File: src/rtl/mul_seq.sv
// Sequential radix-2 shift-add multiplier for the execute stage.
// Handles MULT (signed) and MULTU (unsigned) on one datapath: signed operands
// are reduced to magnitudes on entry, and the sign is applied in the FIX state.
// The multiplier is consumed one bit per clock, LSB first, through a start/busy/done handshake.
//
// state | meaning
// ------+---------------------------------------------------------------
// IDLE  | waiting for start; z holds the last product
// CALC  | one multiplier bit per edge, WIDTH edges in total
// FIX   | apply the sign, register z, pulse done on the following cycle
module mul_seq #(
  parameter  int WIDTH = 32,
  localparam int CNT_W = $clog2(WIDTH) + 1
) (
  input  logic                 clk,
  input  logic                 rst_n,
  input  logic                 start,
  input  logic                 signed_op,
  input  logic                 cancel,
  input  logic [WIDTH-1:0]     a,
  input  logic [WIDTH-1:0]     b,
  output logic                 busy,
  output logic                 done,
  output logic [2*WIDTH-1:0]   z
);

  localparam logic [1:0] IDLE = 2'd0;
  localparam logic [1:0] CALC = 2'd1;
  localparam logic [1:0] FIX  = 2'd2;

  localparam logic [WIDTH-1:0]   ONE_W  = WIDTH'(1);
  localparam logic [2*WIDTH-1:0] ONE_2W = (2*WIDTH)'(1);
  localparam logic [CNT_W-1:0]   LAST   = CNT_W'(WIDTH - 1);
  localparam logic [CNT_W-1:0]   CNT_ONE = CNT_W'(1);

  logic [1:0]           state;
  logic [CNT_W-1:0]     cnt;
  logic [2*WIDTH-1:0]   mcand;
  logic [WIDTH-1:0]     mplier;
  logic [2*WIDTH-1:0]   acc;
  logic                 neg;

  logic [WIDTH-1:0]     a_mag;
  logic [WIDTH-1:0]     b_mag;

  // Operand magnitudes; the most negative value maps onto 2^(WIDTH-1) unsigned.
  always_comb begin
    a_mag = a;
    b_mag = b;
    if (signed_op && a[WIDTH-1]) a_mag = ~a + ONE_W;
    if (signed_op && b[WIDTH-1]) b_mag = ~b + ONE_W;
  end

  assign busy = (state == CALC) || (state == FIX);

  // Sequencing and datapath: the multiplicand shifts left while the multiplier
  // shifts right, which equals adding multiplicand << counter for each set bit.
  always_ff @(posedge clk or negedge rst_n) begin
    if (!rst_n) begin
      state  <= IDLE;
      cnt    <= '0;
      mcand  <= '0;
      mplier <= '0;
      acc    <= '0;
      neg    <= 1'b0;
      z      <= '0;
      done   <= 1'b0;
    end else begin
      done <= 1'b0;
      case (state)
        IDLE: begin
          if (start && !cancel) begin
            mcand  <= {{WIDTH{1'b0}}, a_mag};
            mplier <= b_mag;
            neg    <= signed_op & (a[WIDTH-1] ^ b[WIDTH-1]);
            acc    <= '0;
            cnt    <= '0;
            state  <= CALC;
          end
        end
        CALC: begin
          if (cancel) begin
            state <= IDLE;
          end else begin
            if (mplier[0]) acc <= acc + mcand;
            mcand  <= mcand << 1;
            mplier <= mplier >> 1;
            cnt    <= cnt + CNT_ONE;
            if (cnt == LAST) state <= FIX;
          end
        end
        FIX: begin
          // A cancel landing on this edge drops the result entirely.
          if (!cancel) begin
            z    <= neg ? (~acc + ONE_2W) : acc;
            done <= 1'b1;
          end
          state <= IDLE;
        end
        default: state <= IDLE;
      endcase
    end
  end

endmodule

File: config.mk
export PLATFORM = sky130hd
export DESIGN_NAME = mul_seq
export DESIGN_NICKNAME = d
export VERILOG_FILES = /design/src/rtl/mul_seq.sv
export SDC_FILE = /design/constraint.sdc
export NUM_CORES = 1
export LEC_CHECK = 0
export CORE_MARGIN = 5
export CORE_UTILIZATION = 60
export DETAILED_ROUTE_END_ITERATION = 12
export HOLD_SLACK_MARGIN = 0.15
export PLACE_DENSITY_LB_ADDON = 0.1
export REMOVE_ABC_BUFFERS = 1
export SLEW_MARGIN = 15
export SYNTH_ARGS = -nofsm -noshare
export SYNTH_HDL_FRONTEND = slang
export SYNTH_SLANG_ARGS = --single-unit
File: constraint.sdc
create_clock -name clk -period 7.5 [get_ports clk]
set_input_delay 1.875 -clock clk [delete_from_list [all_inputs] [get_ports clk]]
set_output_delay 1.875 -clock clk [all_outputs]
set_load 0.01 [all_outputs]
==> results of run 1 <==
registers in the layout, indices dropped and copies added, names as in the netlist:
signal / count
acc: 64
cnt: 6
done: 1
mcand: 64
mplier: 32
neg: 1
state: 2
z: 64
worst register-to-register path: stages, from the launching register on:
cell and delay, ns:
dfrtp_1 0.43, ha_1 0.22, inv_1 0.06, fa_1 0.38, nor2b_1 0.22, o2111ai_1 0.19, a21oi_1 0.53, a211oi_1 0.22
nor4_1 0.57, o21ai_0 0.35, a2111oi_0 0.62, o21ai_0 0.16, a32o_1 0.28
final cells by class:
type                       instances  area (um2)  share of cell area, %
sequential                       234        5860                   32.5
clock buffer                      36         779                   4.33
timing repair buffer             145        1450                   8.05
multi-input combinational       1509        9210                   51.2
tap                              335         419                   2.33
inverter                          33         124                  0.688
clock inverter                    14         160                  0.890
cell families after synthesis:
logic type	synth area share, %
adder cells (fa/ha/maj)	5.75
AND/OR/NAND/NOR	17.9
multiplexers	0.514
buffers and inverters	3.59
AO/OA/AOI/OAI	25.3
XOR/XNOR	9.34
flip-flops	37.6
stage by stage:
stage / TNS, ns / cells / area [um2] / utilization [%] / hold slack, ns
6_report: 0 / 2306 / 18000 / 69.7 / 0.476
5_1_grt: 0 / 2306 / 18000 / 69.7 / 0.504
4_1_cts: 0 / 2305 / 18000 / 69.6 / 0.482
3_5_place_dp: 0 / 2255 / 17000 / 65.9 / 0.469
3_3_place_gp: 0 / 2255 / 17000 / 65.9 / 0.460
2_1_floorplan: -0.566 / 1776 / 15100 / - / 0.449
final timing paths:
check | start | to | slack, ns
worst min-delay path | z[10] | z[10] | 0.48
worst min register to register | z[10] | z[10] | 0.48
worst max register to register | acc[0] | acc[62] | 3.18
worst max-delay path | a[3] | mcand[28] | 3.03
min in group asynchronous | rst_n | z[17] | 1.39
max in group asynchronous | rst_n | neg | 4.66
layout by cell type, fill, tap and decap left out, drive strengths merged, types with 4 or more instances in the layout:
| cell | instances |
|---|---|
| nand2 | 286 |
| o21ai | 277 |
| dfrtp | 234 |
| a21oi | 159 |
| clkdlybuf4s50 | 133 |
| nor2 | 125 |
| xor2 | 116 |
| ha | 70 |
| xnor2 | 50 |
| a21o | 39 |
| a22o | 36 |
| nand4 | 36 |
| clkbuf | 36 |
| inv | 34 |
| o31ai | 33 |
| nand3 | 28 |
| nor3 | 23 |
| or3 | 21 |
| nor4 | 20 |
| o21bai | 19 |
| or4 | 17 |
| a31oi | 13 |
| o21a | 12 |
| buf | 12 |
| nor2b | 11 |
| o41ai | 11 |
| a211oi | 9 |
| or2 | 9 |
| mux2i | 8 |
| and2 | 8 |
| and3 | 8 |
| o211ai | 7 |
| nand2b | 7 |
| clkinv | 7 |
| a31o | 4 |
| a32o | 4 |
| and4 | 4 |
per-layer routing:
metal	routed length (um)	part of all wire (%)	global-route usage, %
met1	18600	44	39.2
met2	19900	47	48.0
met3	2680	6.4	4.11
met4	813	1.9	6.41
met5	34	0.081	0
power breakdown:
group | leakage, nW | switching, mW | total (mW) | internal [mW]
registers | 3.17 | 0.331 | 1.85 | 1.52
logic | 4.26 | 1.72 | 2.71 | 0.992
clock network | 0.460 | 0.541 | 1.37 | 0.833
==> impl_metrics.env, run 1 <==
export IMPL_finClkSkew_ns=0.0360
export IMPL_ant_nets=0
export IMPL_crit_type="input port to flip-flop"
export IMPL_end_kind="flip-flop"
export IMPL_synth_seq_cells=234
export IMPL_syn_to_final_growth_pct=15.6
export IMPL_clk_latency_ns=0.55
export IMPL_tightest_slew_ns=1.14
export IMPL_cts_tree="done"
export IMPL_dp_hpwl_um=30700
export IMPL_core_area_mm2=0.0258
export IMPL_synth_area_leader_cell="dfrtp_1"
export IMPL_yosys_top_cells_count="286 x nand2_1, 276 x o21ai_0, 234 x dfrtp_1"
export IMPL_drc=0
export IMPL_pre_cts_ws_ns=2.45
export IMPL_rsz0062_at_grt="no"
export IMPL_fin_ws_ns=3.03
export IMPL_startpoint_type="input port"
export IMPL_powerDensity_mw_per_mm2=330
export IMPL_overflow=0
export IMPL_ys_flop_type="dfrtp_1"
export IMPL_fill_cells=2102
export IMPL_synth_cells=1892
export IMPL_gp_congestion=0.978
export IMPL_netlist_area_mm2=0.0156
export IMPL_grt_pass1_vias=13415
export IMPL_io_buffers=134
export IMPL_required_ns=7.88
export IMPL_drtIter0Drc=967
export IMPL_cts_path_max_buffers=3
export IMPL_yosys_cell_count_top_type="nand2_1"
export IMPL_ys_async_sr_fraction_pct=100
export IMPL_maxCapViolCount=0
export IMPL_postCtsSetupRepairBufs=0
export IMPL_antenna_found_initial=2
export IMPL_synth_distinct_cells=63
export IMPL_pin_count=135
export IMPL_die_x_um=171
export IMPL_cts_buffers=27
export IMPL_grt_use_total_pct=28.5
export IMPL_initial_core_util_pct=60.3
export IMPL_critPathMaxFanout=6
export IMPL_period_needed_ns=4.47
export IMPL_hold_depth=2
export IMPL_wirelength_um=42000
export IMPL_drtPass1Iterations=5
export IMPL_power_mw=5.93
export IMPL_max_slew_margin_rel_pct=23.4
export IMPL_std_cell_rows=59
export IMPL_nNetsFinal=2090
export IMPL_wl_per_cell_um=18.2
export IMPL_htreeDepth=1
export IMPL_path_clk_slew_ns=0.06
export IMPL_fin_crit_sh_pct=59.6
export IMPL_path_buf_inv=1
export IMPL_maxSlewViolCount=0
export IMPL_status="complete, no violations"
export IMPL_cp_top_family="compound AO/OA/AOI/OAI gates"
export IMPL_rr_worst_depth=12
export IMPL_yosysWarnings=0
export IMPL_insertedDiodeCount=0
export IMPL_ys_seq_area_share_pct=37.6
export IMPL_worst_path_most_repeated_cell="o21ai_0"
export IMPL_crit_chain="clkdlybuf4s50_1 > nor4_1 > a41o_1 > o21ai_0 > a21oi_1 > o21ai_0 > xor2_1 > mux2i_1 > o21ai_0"
export IMPL_crit_cells=9
export IMPL_drive_gt1_share_pct=4.52
export IMPL_num_vias=14014
export IMPL_yosys_top_cells_area="dfrtp_1 38%, o21ai_0 8.9%, nand2_1 6.9%"
export IMPL_die_area_mm2=0.0293
export IMPL_viasPerCell=6.08
export IMPL_finalSetupViolCount=0
export IMPL_yosysTopAreaCellShare_pct=37.6
export IMPL_hold_violations=0
export IMPL_p_leak_nw=7.89
export IMPL_ctsRootBufferMaster="clkbuf_16"
export IMPL_clock_sinks=234
export IMPL_hp_class="flip-flop to flip-flop"
export IMPL_grt_pass1_wl_um=68600
export IMPL_ir_drop_mv=0.271
export IMPL_clock_fmax_mhz=224
export IMPL_grt_max_degree=130
export IMPL_worstPathArrival_ns=4.85
export IMPL_cpPeakStageDelay_ns=0.97
export IMPL_cts_resized=0
export IMPL_critPathSlowestCell="nor4_1"
export IMPL_postSynthAreaPerCell_um2=8.23
export IMPL_synth_edf_count=0
export IMPL_die_y_um=171
export IMPL_cts_hold_buf=0
No activity file was read; power rests on OpenSTA's default activity.
==> run 2: changes to the inputs <==
- CORE_UTILIZATION: 60 -> 59
- clock period: 7.5 -> 4.32 ns (I/O delays scaled with it)
==> run 2 against run 1 <==
Wire length down 0.91%. Critical endpoint is now z[54]. Sequential share of layout area is 0.11 points lower. Die area grew 1.6%.
==> impl_metrics.env, run 2 (same netlist as run 1, synthesis figures left out) <==
export IMPL_status="complete, no violations"
export IMPL_finalNonFillerCells=2323
export IMPL_grt_pass1_vias=13558
export IMPL_period_needed_ns=3.67
export IMPL_maxSlewViolCount=0
export IMPL_crit_chain="or4_4 > or4_4 > or4_4 > nor4_4 > nand4_2 > or4_4 > o21ai_0 > xor2_1 > o21ai_0"
export IMPL_p_leak_nw=7.95
export IMPL_p_sw_share_pct=43.5
export IMPL_cts_buffers=25
export IMPL_finClkSkew_ns=0.0233
export IMPL_cpPeakStageDelay_ns=0.55
export IMPL_pwr_share_comb_pct=47.8
export IMPL_r2r_setup_slack_ns=0.65
export IMPL_cp_top_family="simple AND/OR/NAND/NOR gates"
export IMPL_htreeDepth=1
export IMPL_viasPerCell=6.15
export IMPL_dp_cells=2279
export IMPL_internal_power_mw=5.68
export IMPL_dp_hpwl_um=30900
export IMPL_max_slew_margin_rel_pct=26.1
export IMPL_grt_max_degree=116
export IMPL_path_clk_slew_ns=0.06
export IMPL_syn_to_final_growth_pct=15.9
export IMPL_clk_latency_ns=0.54
export IMPL_die_y_um=172
export IMPL_antenna_found_initial=3
export IMPL_reg2reg_from="acc[22]"
export IMPL_core_area_mm2=0.0261
export IMPL_ir_drop_mv=0.488
export IMPL_ctsRootBufferMaster="clkbuf_16"
export IMPL_clock_sinks=234
export IMPL_initial_core_util_pct=59.8
export IMPL_wl_per_cell_um=17.9
export IMPL_fin_crit_sh_pct=85.0
export IMPL_final_util_pct=69.3
export IMPL_finalSetupViolCount=0
export IMPL_hold_violations=0
export IMPL_grt_use_total_pct=27.8
export IMPL_final_common_cell="nand2_1"
export IMPL_std_cell_rows=59
export IMPL_crit_type="flip-flop to flip-flop"
export IMPL_num_vias=14283
export IMPL_end_kind="flip-flop"
export IMPL_pwr_share_seq_pct=31.2
export IMPL_drc=0
export IMPL_grt_pass1_wl_um=68000
export IMPL_crit_cells=9
export IMPL_r2r_end="z[54]"
export IMPL_clock_fmax_mhz=272
export IMPL_overflow=0
export IMPL_pin_count=135
export IMPL_cts_path_max_buffers=3
export IMPL_critPathMaxFanout=5
export IMPL_powerDensity_mw_per_mm2=557
export IMPL_path_buf_inv=0
export IMPL_die_x_um=172
export IMPL_cts_tree="done"
export IMPL_drive_gt1_share_pct=4.93
export IMPL_postCtsSetupRepairBufs=0
export IMPL_wirelength_um=41600
export IMPL_startpoint_type="flip-flop"
export IMPL_cts_resized=0
export IMPL_worstPathArrival_ns=4.07
export IMPL_tightest_slew_ns=1.11
export IMPL_rr_worst_depth=9
export IMPL_netSwitchingPower_mw=4.38
export IMPL_nNetsFinal=2111
export IMPL_hp_class="flip-flop to flip-flop"
export IMPL_power_frac_clock_pct=21.0
export IMPL_final_cell_mix="286 x nand2_1, 275 x o21ai_0, 233 x dfrtp_1"
export IMPL_maxCapViolCount=0
export IMPL_required_ns=4.71
export IMPL_cts_hold_buf=0
export IMPL_gp_congestion=0.950
export IMPL_worst_path_most_repeated_cell="or4_4"
export IMPL_die_area_mm2=0.0297
export IMPL_ant_nets=0
export IMPL_crit_end="z[54]"
export IMPL_drtPass1Iterations=6
export IMPL_critPathSlowestCell="or4_4"
export IMPL_io_buffers=134
export IMPL_drtIter0Drc=1080
export IMPL_rsz0062_at_grt="no"
export IMPL_reg_top3="acc: 64 flops, mcand: 64 flops, z: 64 flops"
export IMPL_crit_start="acc[22]"
## run 2: cell types whose count changed in the layout (fill, tap and decap cells not counted), sizes merged
cell / delta
clkinv: -7
buf: +23
bufinv: -2
clkinvlp: -2
diode: +1
clkbuf: +4
## run 2: worst min-delay path by stage
stage,start,end,slack (ns),cells past startpoint
2_1_floorplan,mplier[29],mplier[29],0.45,2
3_3_place_gp,z[28],z[28],0.46,2
3_5_place_dp,z[49],z[49],0.47,2
4_1_cts,z[9],z[9],0.48,2
5_1_grt,mplier[16],mplier[16],0.50,2
6_report,z[32],z[32],0.48,2
## run 2: worst reg2reg max path, cell delays in order (launching register included)
cell and delay (ns):
dfrtp_1 0.43, or4_4 0.55, or4_4 0.44, or4_4 0.49, nor4_4 0.38, nand4_2 0.22
or4_4 0.50, o21ai_0 0.25, xor2_1 0.19, o21ai_0 0.09
## run 2: cell type report
type	count	area [um2]
diodes	1	2.50
clock buffers	40	752
clock inverters	3	46.3
fillers	2140	8000
inverters	33	124
multi-input cells	1509	9210
flip-flops and latches	234	5860
well taps	335	419
repair buffers	168	1650
## run 2: metrics by stage
stage	hold slack (ns)	TNS [ns]	total power [mW]	setup slack (ns)	instance area, um2
4_1_cts	0.483	0	10.1	0.653	18100
2_1_floorplan	0.449	-249.38	6.38	-3.40	15100
3_5_place_dp	0.469	0	7.90	0.558	17300
6_report	0.477	0	10.1	0.646	18100
5_1_grt	0.497	0	10.8	0.391	18100
3_3_place_gp	0.460	0	7.77	0.585	17300
## run 2: layer usage
metal	wire (um)	track usage [%]
met2	18900	45.6
met1	18500	38.5
met3	3040	4.32
met5	34	0
met4	1140	8.17
## run 2: power by group through the flow
stage | clock network [mW] | registers [mW] | logic, mW
5_1_grt | 2.24 | 3.21 | 5.34
3_3_place_gp | 0 | 3.15 | 4.62
4_1_cts | 2.16 | 3.13 | 4.77
2_1_floorplan | 0 | 3.02 | 3.35
3_5_place_dp | 0 | 3.17 | 4.73
6_report | 2.11 | 3.14 | 4.81
==> run 3: changes to the inputs <==
- CORE_MARGIN: 5 -> default
==> run 3 against run 2 <==
Register-to-register slack got worse by 0.03 ns. Critical path depth unchanged. Die area is 9.1% lower. Hold slack lost 0.0022 ns. Sequential share of layout area fell by 0.18 points. Maximum frequency down 0.90%. Critical endpoint is now z[56].
==> impl_metrics.env, run 3 (same netlist as run 1, synthesis figures left out) <==
export IMPL_status="complete, no violations"
export IMPL_drive_gt1_share_pct=5.33
export IMPL_clock_sinks=234
export IMPL_hold_violations=0
export IMPL_grt_pass1_vias=13055
export IMPL_power_frac_clock_pct=22.7
export IMPL_critPathSlowestCell="or4_4"
export IMPL_met1_usage_pct=43.5
export IMPL_overflow=0
export IMPL_worst_path_most_repeated_cell="or4_4"
export IMPL_worstPathArrival_ns=4.10
export IMPL_reg2reg_from="acc[20]"
export IMPL_num_vias=14290
export IMPL_wirelength_um=41500
export IMPL_required_ns=4.71
export IMPL_gp_congestion=0.970
export IMPL_rr_worst_depth=9
export IMPL_finalSetupViolCount=0
export IMPL_hold_slack_ns=0.475
export IMPL_antenna_found_initial=4
export IMPL_drtIter0Drc=1125
export IMPL_min_from="z[37]"
export IMPL_die_x_um=164
export IMPL_ff_latch_area_mm2=0.00586
export IMPL_grt_use_total_pct=30.9
export IMPL_std_cell_rows=59
export IMPL_postCtsSetupRepairBufs=0
export IMPL_crit_chain="or4_4 > or4_4 > or4_4 > nor4_4 > nand4_2 > or4_4 > o41ai_2 > xor2_1 > o21ai_1"
export IMPL_final_cell_mix="286 x nand2_1, 275 x o21ai_0, 233 x dfrtp_1"
export IMPL_cts_tree="done"
export IMPL_cts_resized=0
export IMPL_ant_nets=0
export IMPL_syn_to_final_growth_pct=16.6
export IMPL_p_sw_share_pct=43.2
export IMPL_path_buf_inv=0
export IMPL_clock_fmax_mhz=270
export IMPL_htreeDepth=1
export IMPL_internal_power_mw=5.86
export IMPL_maxCapViolCount=0
export IMPL_gr_usage_met3_pct=4.37
export IMPL_fin_crit_sh_pct=85.8
export IMPL_fill_cells=2106
export IMPL_r2r_setup_slack_ns=0.61
export IMPL_period_needed_ns=3.71
export IMPL_ir_drop_mv=0.516
export IMPL_end_kind="flip-flop"
export IMPL_nNetsFinal=2110
export IMPL_reg_top3="acc: 64 flops, mcand: 64 flops, z: 64 flops"
export IMPL_r2r_end="z[56]"
export IMPL_cp_top_family="simple AND/OR/NAND/NOR gates"
export IMPL_tightest_slew_ns=1.10
export IMPL_core_area_mm2=0.0260
export IMPL_gr_usage_met2_pct=49.7
export IMPL_startpoint_type="flip-flop"
export IMPL_hp_class="flip-flop to flip-flop"
export IMPL_ctsRootBufferMaster="clkbuf_16"
export IMPL_final_common_cell="nand2_1"
export IMPL_initial_core_util_pct=59.9
export IMPL_wl_per_cell_um=17.8
export IMPL_dp_hpwl_um=30700
export IMPL_powerDensity_mw_per_mm2=569
export IMPL_cpPeakStageDelay_ns=0.54
export IMPL_cts_buffers=26
export IMPL_max_slew_margin_rel_pct=26.5
export IMPL_path_clk_slew_ns=0.06
export IMPL_crit_type="flip-flop to flip-flop"
export IMPL_io_buffers=134
export IMPL_cts_hold_buf=0
export IMPL_tns_ns=0
export IMPL_p_leak_nw=8.00
export IMPL_finClkSkew_ns=0.0177
export IMPL_drc=0
export IMPL_top_usage_layer="met2"
export IMPL_critPathMaxFanout=7
export IMPL_drtPass1Iterations=5
export IMPL_pin_count=135
export IMPL_grt_max_degree=116
export IMPL_multi_input_area_mm2=0.00921
export IMPL_die_y_um=164
export IMPL_clk_latency_ns=0.54
export IMPL_cts_path_max_buffers=3
export IMPL_die_area_mm2=0.0271
export IMPL_grt_pass1_wl_um=66700
export IMPL_netSwitchingPower_mw=4.47
export IMPL_hold_depth=2
export IMPL_pwr_share_comb_pct=46.9
export IMPL_viasPerCell=6.14
export IMPL_final_util_pct=69.9
export IMPL_pwr_share_seq_pct=30.4
export IMPL_rsz0062_at_grt="no"
export IMPL_holdPathEnd="z[37]"
export IMPL_maxSlewViolCount=0
-- run 3: final cells by class --
class                           instances  area share (%)
Multi-Input combinational cell       1509            50.7
Sequential cell                       234            32.3
Timing Repair Buffer                  166            8.94
Clock buffer                           40            4.54
Tap cell                              335            2.31
Inverter                               33           0.682
Clock inverter                          8           0.531
Antenna cell                            3          0.0413
-- run 3: power by group through the flow --
stage               Sequential [mW]  Clock, mW  Combinational [mW]
floorplan                      3.02          0                3.35
global placement               3.15          0                4.66
detailed placement             3.17          0                4.76
CTS                            3.13       2.38                4.80
global route                   3.20       2.45                5.36
finish                         3.14       2.35                4.84
-- run 3: metal layers --
metal | part of all wire, % | vias to the layer above | wire length, um
met5 | 0.027 | - | 11
met4 | 2.4 | 2 | 1020
met3 | 7.2 | 65 | 2990
met2 | 45 | 482 | 18800
met1 | 45 | 6786 | 18700
li1 | - | 6955 | -
-- run 3: metrics by stage --
step	worst slack, ns	instances	power (mW)	instance area, um2
after floorplan	-3.40	1776	6.38	15100
after global placement	0.555	2277	7.80	17200
after detailed placement	0.500	2277	7.92	17200
after CTS	0.618	2325	10.3	18100
after global routing	0.401	2326	11.0	18200
final	0.613	2328	10.3	18200
-- run 3: worst reg2reg max path: stages, from the launching register on --
cell and delay [ns]:
dfrtp_1 0.47, or4_4 0.54, or4_4 0.44, or4_4 0.48, nor4_4 0.40, nand4_2 0.22, or4_4 0.50, o41ai_2 0.24
xor2_1 0.18, o21ai_1 0.08
-- run 3: worst max path at each step --
stage / start / end / slack (ns) / cells after the start
6_report: acc[20] / z[56] / 0.61 / 9
5_1_grt: acc[20] / z[60] / 0.40 / 9
4_1_cts: acc[20] / z[56] / 0.62 / 9
3_5_place_dp: b[4] / mplier[29] / 0.50 / 10
3_3_place_gp: b[4] / mplier[29] / 0.55 / 10
2_1_floorplan: state[1] / acc[63] / -3.40 / 7
